`src/rtl/counter_forward_mod.sv`:
```
// Up-counter with parallel load, programmable wrap limit and a sticky overflow flag.
// A count step wraps to zero at the limit or at all ones, so the counter never stalls.
module counter_forward_mod #(
    parameter int WORD_WIDTH = 8
) (
    input  logic                  clk_i,
    input  logic                  rst_i,
    input  logic                  en_i,
    input  logic                  action_i,
    input  logic [WORD_WIDTH-1:0] data_i,
    input  logic [WORD_WIDTH-1:0] limit_i,
    input  logic                  limit_we_i,
    input  logic                  ovf_clr_i,
    output logic [WORD_WIDTH-1:0] data_o,
    output logic [WORD_WIDTH-1:0] limit_o,
    output logic                  will_overflow_o,
    output logic                  overflow_o
);

    localparam logic [WORD_WIDTH-1:0] ONE = WORD_WIDTH'(1);

    logic [WORD_WIDTH-1:0] data_q, data_d;
    logic [WORD_WIDTH-1:0] limit_q, limit_d;
    logic                  overflow_q, overflow_d;
    logic                  wrap;
    logic                  count_wrap;

    // The all-ones term lets values loaded above the limit still roll over.
    always_comb begin
        wrap       = (data_q == limit_q) | (&data_q);
        count_wrap = en_i & ~action_i & wrap;
    end

    always_comb begin
        data_d = data_q;
        if (en_i) begin
            if (action_i) begin
                data_d = data_i;
            end else if (wrap) begin
                data_d = '0;
            end else begin
                data_d = data_q + ONE;
            end
        end
    end

    // The new limit only matters from the next cycle; this cycle compares against limit_q.
    always_comb begin
        limit_d = limit_q;
        if (limit_we_i) begin
            limit_d = limit_i;
        end
    end

    // A wrap on the same edge as a clear keeps the flag set.
    always_comb begin
        overflow_d = overflow_q;
        if (count_wrap) begin
            overflow_d = 1'b1;
        end else if (ovf_clr_i) begin
            overflow_d = 1'b0;
        end
    end

    always_ff @(posedge clk_i) begin
        if (rst_i) begin
            data_q     <= '0;
            limit_q    <= '1;
            overflow_q <= 1'b0;
        end else begin
            data_q     <= data_d;
            limit_q    <= limit_d;
            overflow_q <= overflow_d;
        end
    end

    always_comb begin
        data_o          = data_q;
        limit_o         = limit_q;
        will_overflow_o = wrap;
        overflow_o      = overflow_q;
    end

endmodule

```
`config.mk`:
```
export PLATFORM = sky130hd
export DESIGN_NAME = counter_forward_mod
export DESIGN_NICKNAME = d
export VERILOG_FILES = /design/src/rtl/counter_forward_mod.sv
export SDC_FILE = /design/constraint.sdc
export NUM_CORES = 1
export LEC_CHECK = 0
export CORE_MARGIN = 2
export CORE_UTILIZATION = 45
export DETAILED_ROUTE_END_ITERATION = 8
export MAX_ROUTING_LAYER = met4
export PLACE_DENSITY = 0.8
export SKIP_CTS_REPAIR_TIMING = 1
export SLEW_MARGIN = 20
export SYNTH_ARGS = -nofsm -noshare
export SYNTH_HDL_FRONTEND = slang
export SYNTH_SLANG_ARGS = --single-unit
```
`constraint.sdc`:
```
create_clock -name clk_i -period 3.1 [get_ports clk_i]
set_clock_uncertainty 0.05 [all_clocks]
set_input_delay 0.775 -clock clk_i [delete_from_list [all_inputs] [get_ports clk_i]]
set_output_delay 0.775 -clock clk_i [all_outputs]
set_load 0.05 [all_outputs]
```
==> summary by stage <==
Outcome
The flow ran to the end, and the final reports show no timing, DRC or antenna violations.

Detailed routing
After detailed routing, the number of remaining DRC violations is 0. The number of vias per cell is 5.289. The length of the first detailed-routing pass in iterations is 4. The final layout contains routed wiring with a total length of 2.249 mm. In the final routed layout, each cell accounts on average for 13.00 um.

The number of routed nets with antenna violations is 0. For this block, the initial DRC count from the detailed router was 8. The via count is 915.

Power
The design draws 0.0005622 W. The part of the total power dissipated in sequential elements is 0.461. IR analysis of the VDD net gives a maximum drop of 0.0002885 V. The share of total power dissipated in the clock network is 0.215. The net load switching power is 0.0001938 W. The cell leakage power is 0.5632 nW. The internal portion of the total power is 0.0003684 W. The net switching share of the total power is 0.3447. Power spread over the standard cell area amounts to 403.3 nW/um^2.

The share of total power dissipated in combinational logic is 0.324.

Logic synthesis
Of the post-synthesis cell area, the part taken by muxes is 0. The share of synthesized area in the top cell type comes to 0.3469. The adder and majority gate portion of the synthesized area is 0.01276.

The net count of the mapped netlist is 134. The per-instance average area after synthesis is 8.837 sq um. The dominant synthesized flop cell is dfxtp_1.

After synthesis, the largest family of logic cells by area is compound AO/OA/AOI/OAI gates. The post-synthesis sequential element count is 17. Ranked by instance count, the synthesized netlist is headed by dfxtp_1, xnor2_1, nand2_1, nor2b_1, a211o_1.

Among all cell types in the netlist, the one instantiated most often is dfxtp_1. The fraction of the mapped netlist area in compound gates is 0.2551. The synthesis warning total is 0. Synthesis instantiated 27 different standard cells from the library.

In the post-synthesis netlist, the biggest area contributors are dfxtp_1, xnor2_1, a211o_1. In this run the cell area of the synthesized design comes to 980.9 sq um. The number of synthesized flops with an enable pin is 0. The share of flip-flops with an asynchronous set or reset is 0. Of the synthesized area, sequential elements account for 0.3469. The gate count of the mapped netlist is 111.

Of the total synthesized cell area, the portion taken by XOR and XNOR cells is 0.1250. The biggest area consumer among synthesized cells is dfxtp_1. The simple-gate share of the synthesized area is 0.2117.

Global routing
For met3 alone, demand over resource in global routing was 0.04167. The first global-routing pass estimated 3.712 mm of wire. The most heavily used metal layer in global routing is met2.

The via count of the first global-routing pass is 864. In the global route stage, met2 resource usage came out at 0.3114. The initial antenna violation count is 0. For this run, the total global-route usage over all layers was measured as 0.1935. The total grt overflow is 0. Entering global routing, the biggest net connects 19 pins. For this run, global-route usage on met1 was measured as 0.2450.

Floorplanning
The overall die width is 50.69 um. The core area is 2002 sq um. For this configuration, the core starts out at a cell density of 0.4900. The row count is 16. The chip height is 50.69 um. Pin placement for this block handled 40 I/O pins. The die covers 2569 sq um.

Critical path
STA puts the critical path data required time at 2270 ps. The sort of element at the end of the critical path is a primary output. At the worst endpoint, the arrival time is 1920 ps.

The biggest cell delay along the critical path is 510 ps. Walking the worst path, the cells encountered are ha_1, nand4_2, o21a_4, inv_1, dlymetal6s2s_1. The slowest stage of the critical path is the dfxtp_1 cell. The largest fanout on the critical path is 8.

STA classifies the critical path startpoint as a register. The kind of critical path is reg2out.

Finish
The relative area change from synthesis to final layout is 42.09%. Measured on the finished design, the core utilization comes to 0.6963. The number of inserted diodes is 0. Fill cells in the final layout number 165. In the final design database the tool counted 170 nets.

The finished cells cover 1394 sq um. The share of final-layout standard cells stronger than drive strength 1 is 0.06164.

Timing
The worst-case hold slack is 445.7 ps. The fmax is 363.7 MHz. The number of setup violations in the final report is 0. The final hold violation count is 0. The share of the clock period used by the worst path after layout is 0.8870. Subtracting the final worst setup slack from the clock period gives 2750 ps. Measured against its own limit, the worst slew margin works out to 0.5782.

Once routing completed, OpenROAD measured the worst setup slack at 350.4 ps. The number of max-slew violations in the final report is 0. For the pin with the worst max-slew slack, the measured transition is 630.7 ps. Setup repair after global routing left no endpoint under its margin.

Placed design
The number of buffer cells added on primary ports is 39. The routability congestion estimate is 0.8345. The area after detailed placement is 1365 sq um. Summed over all nets, the half-perimeter wirelength after detailed placement is 1.606 mm. The setup slack at placement is 303.8 ps.

Clocking
Clock tree synthesis selected as its root buffer the cell clkbuf_4. The insertion delay to the later sink of the worst-skew pair is 290 ps. The TritonCTS sink count is 17. The buffer levels on the longest clock path is 2. The H-tree depth is 1. TritonCTS built the clock tree. The number of CTS-inserted buffers is 3.

The clock transition at the register clock pins on the worst setup and hold paths after CTS is 100 ps.

Run
The tool flagged a number of max-cap violations equal to 0.

Worst hold path
The type of the tightest min-delay check is reg2reg.
-- final timing paths --
check | endpoint | cells after the start | from | slack, ps
setup / recovery | will_overflow_o | 5 | data_o[0]$_SDFFE_PP0P_ | 350
hold / removal | overflow_o$_SDFFE_PP0P_ | 2 | overflow_o$_SDFFE_PP0P_ | 450
setup reg to reg | data_o[4]$_SDFFE_PP0P_ | 5 | data_o[0]$_SDFFE_PP0P_ | 1590
hold reg to reg | overflow_o$_SDFFE_PP0P_ | 2 | overflow_o$_SDFFE_PP0P_ | 450
-- power by group through the flow --
stage	sequential (W)	combinational, W	clock, W
2_1_floorplan	0.000313	0.0000666	0
3_3_place_gp	0.000264	0.000180	0
3_5_place_dp	0.000264	0.000182	0
4_1_cts	0.000259	0.000183	0.000123
5_1_grt	0.000263	0.000192	0.000135
6_report	0.000259	0.000182	0.000121
-- area by class of cell --
| class | count | area, sq um | area share |
|---|---|---|---|
| clock buffer | 4 | 26.28 | 0.01885 |
| multi-input combinational | 84 | 593.1 | 0.4255 |
| sequential | 17 | 340.3 | 0.2442 |
| inverter | 2 | 7.507 | 0.005386 |
| tap | 27 | 33.78 | 0.02424 |
| timing repair buffer | 39 | 392.9 | 0.2819 |
-- worst max-delay path: cells and delay by family, from the launching register on --
| kind | cells | cell delay (ps) |
|---|---|---|
| AO/OA/AOI/OAI | 1 | 190 |
| adder cells (fa/ha/maj) | 1 | 310 |
| buffers and inverters | 2 | 450 |
| flip-flops | 1 | 510 |
| AND/OR/NAND/NOR | 1 | 160 |
-- cells by family after synthesis --
group / count (synthesis)
buf+inv: 10
fa+ha+maj: 1
simple gates: 37
flops: 17
compound gates: 32
xor+xnor: 14
-- layout by cell type, fill, tap and decap left out --
cell type	instances
a211o_1	8
a21o_1	3
a21oi_1	6
a311oi_1	2
a31o_1	3
and3_2	1
and4_4	1
clkbuf_1	1
clkbuf_4	3
clkdlybuf4s50_1	38
dfxtp_1	17
dlymetal6s2s_1	1
ha_1	1
inv_1	2
nand2_1	9
nand3_1	3
nand4_1	2
nand4_2	2
nor2_1	6
nor2b_1	9
nor3_1	3
o211ai_1	2
o21a_4	1
o21bai_1	6
o32ai_1	1
or3b_2	1
xnor2_1	12
xor2_1	2
-- sequential cells by signal, indices dropped and copies added (netlist names) --
register    flops
overflow_o      1
limit_o         8
data_o          8
-- stage by stage --
| step | instances | setup TNS [ps] |
|---|---|---|
| 6_report | 173 | 0 |
| 5_1_grt | 173 | 0 |
| 4_1_cts | 173 | -31.36 |
| 3_5_place_dp | 169 | 0 |
| 3_3_place_gp | 169 | 0 |
| 2_1_floorplan | 111 | 0 |
-- layer usage --
layer	part of all wire	vias to the layer above	wire (um)
met4	0.010	0	23
met5	0	-	0
met2	0.43	33	976
li1	-	467	-
met1	0.50	413	1119
met3	0.058	2	130
No activity file was read; power rests on OpenSTA's default activity.
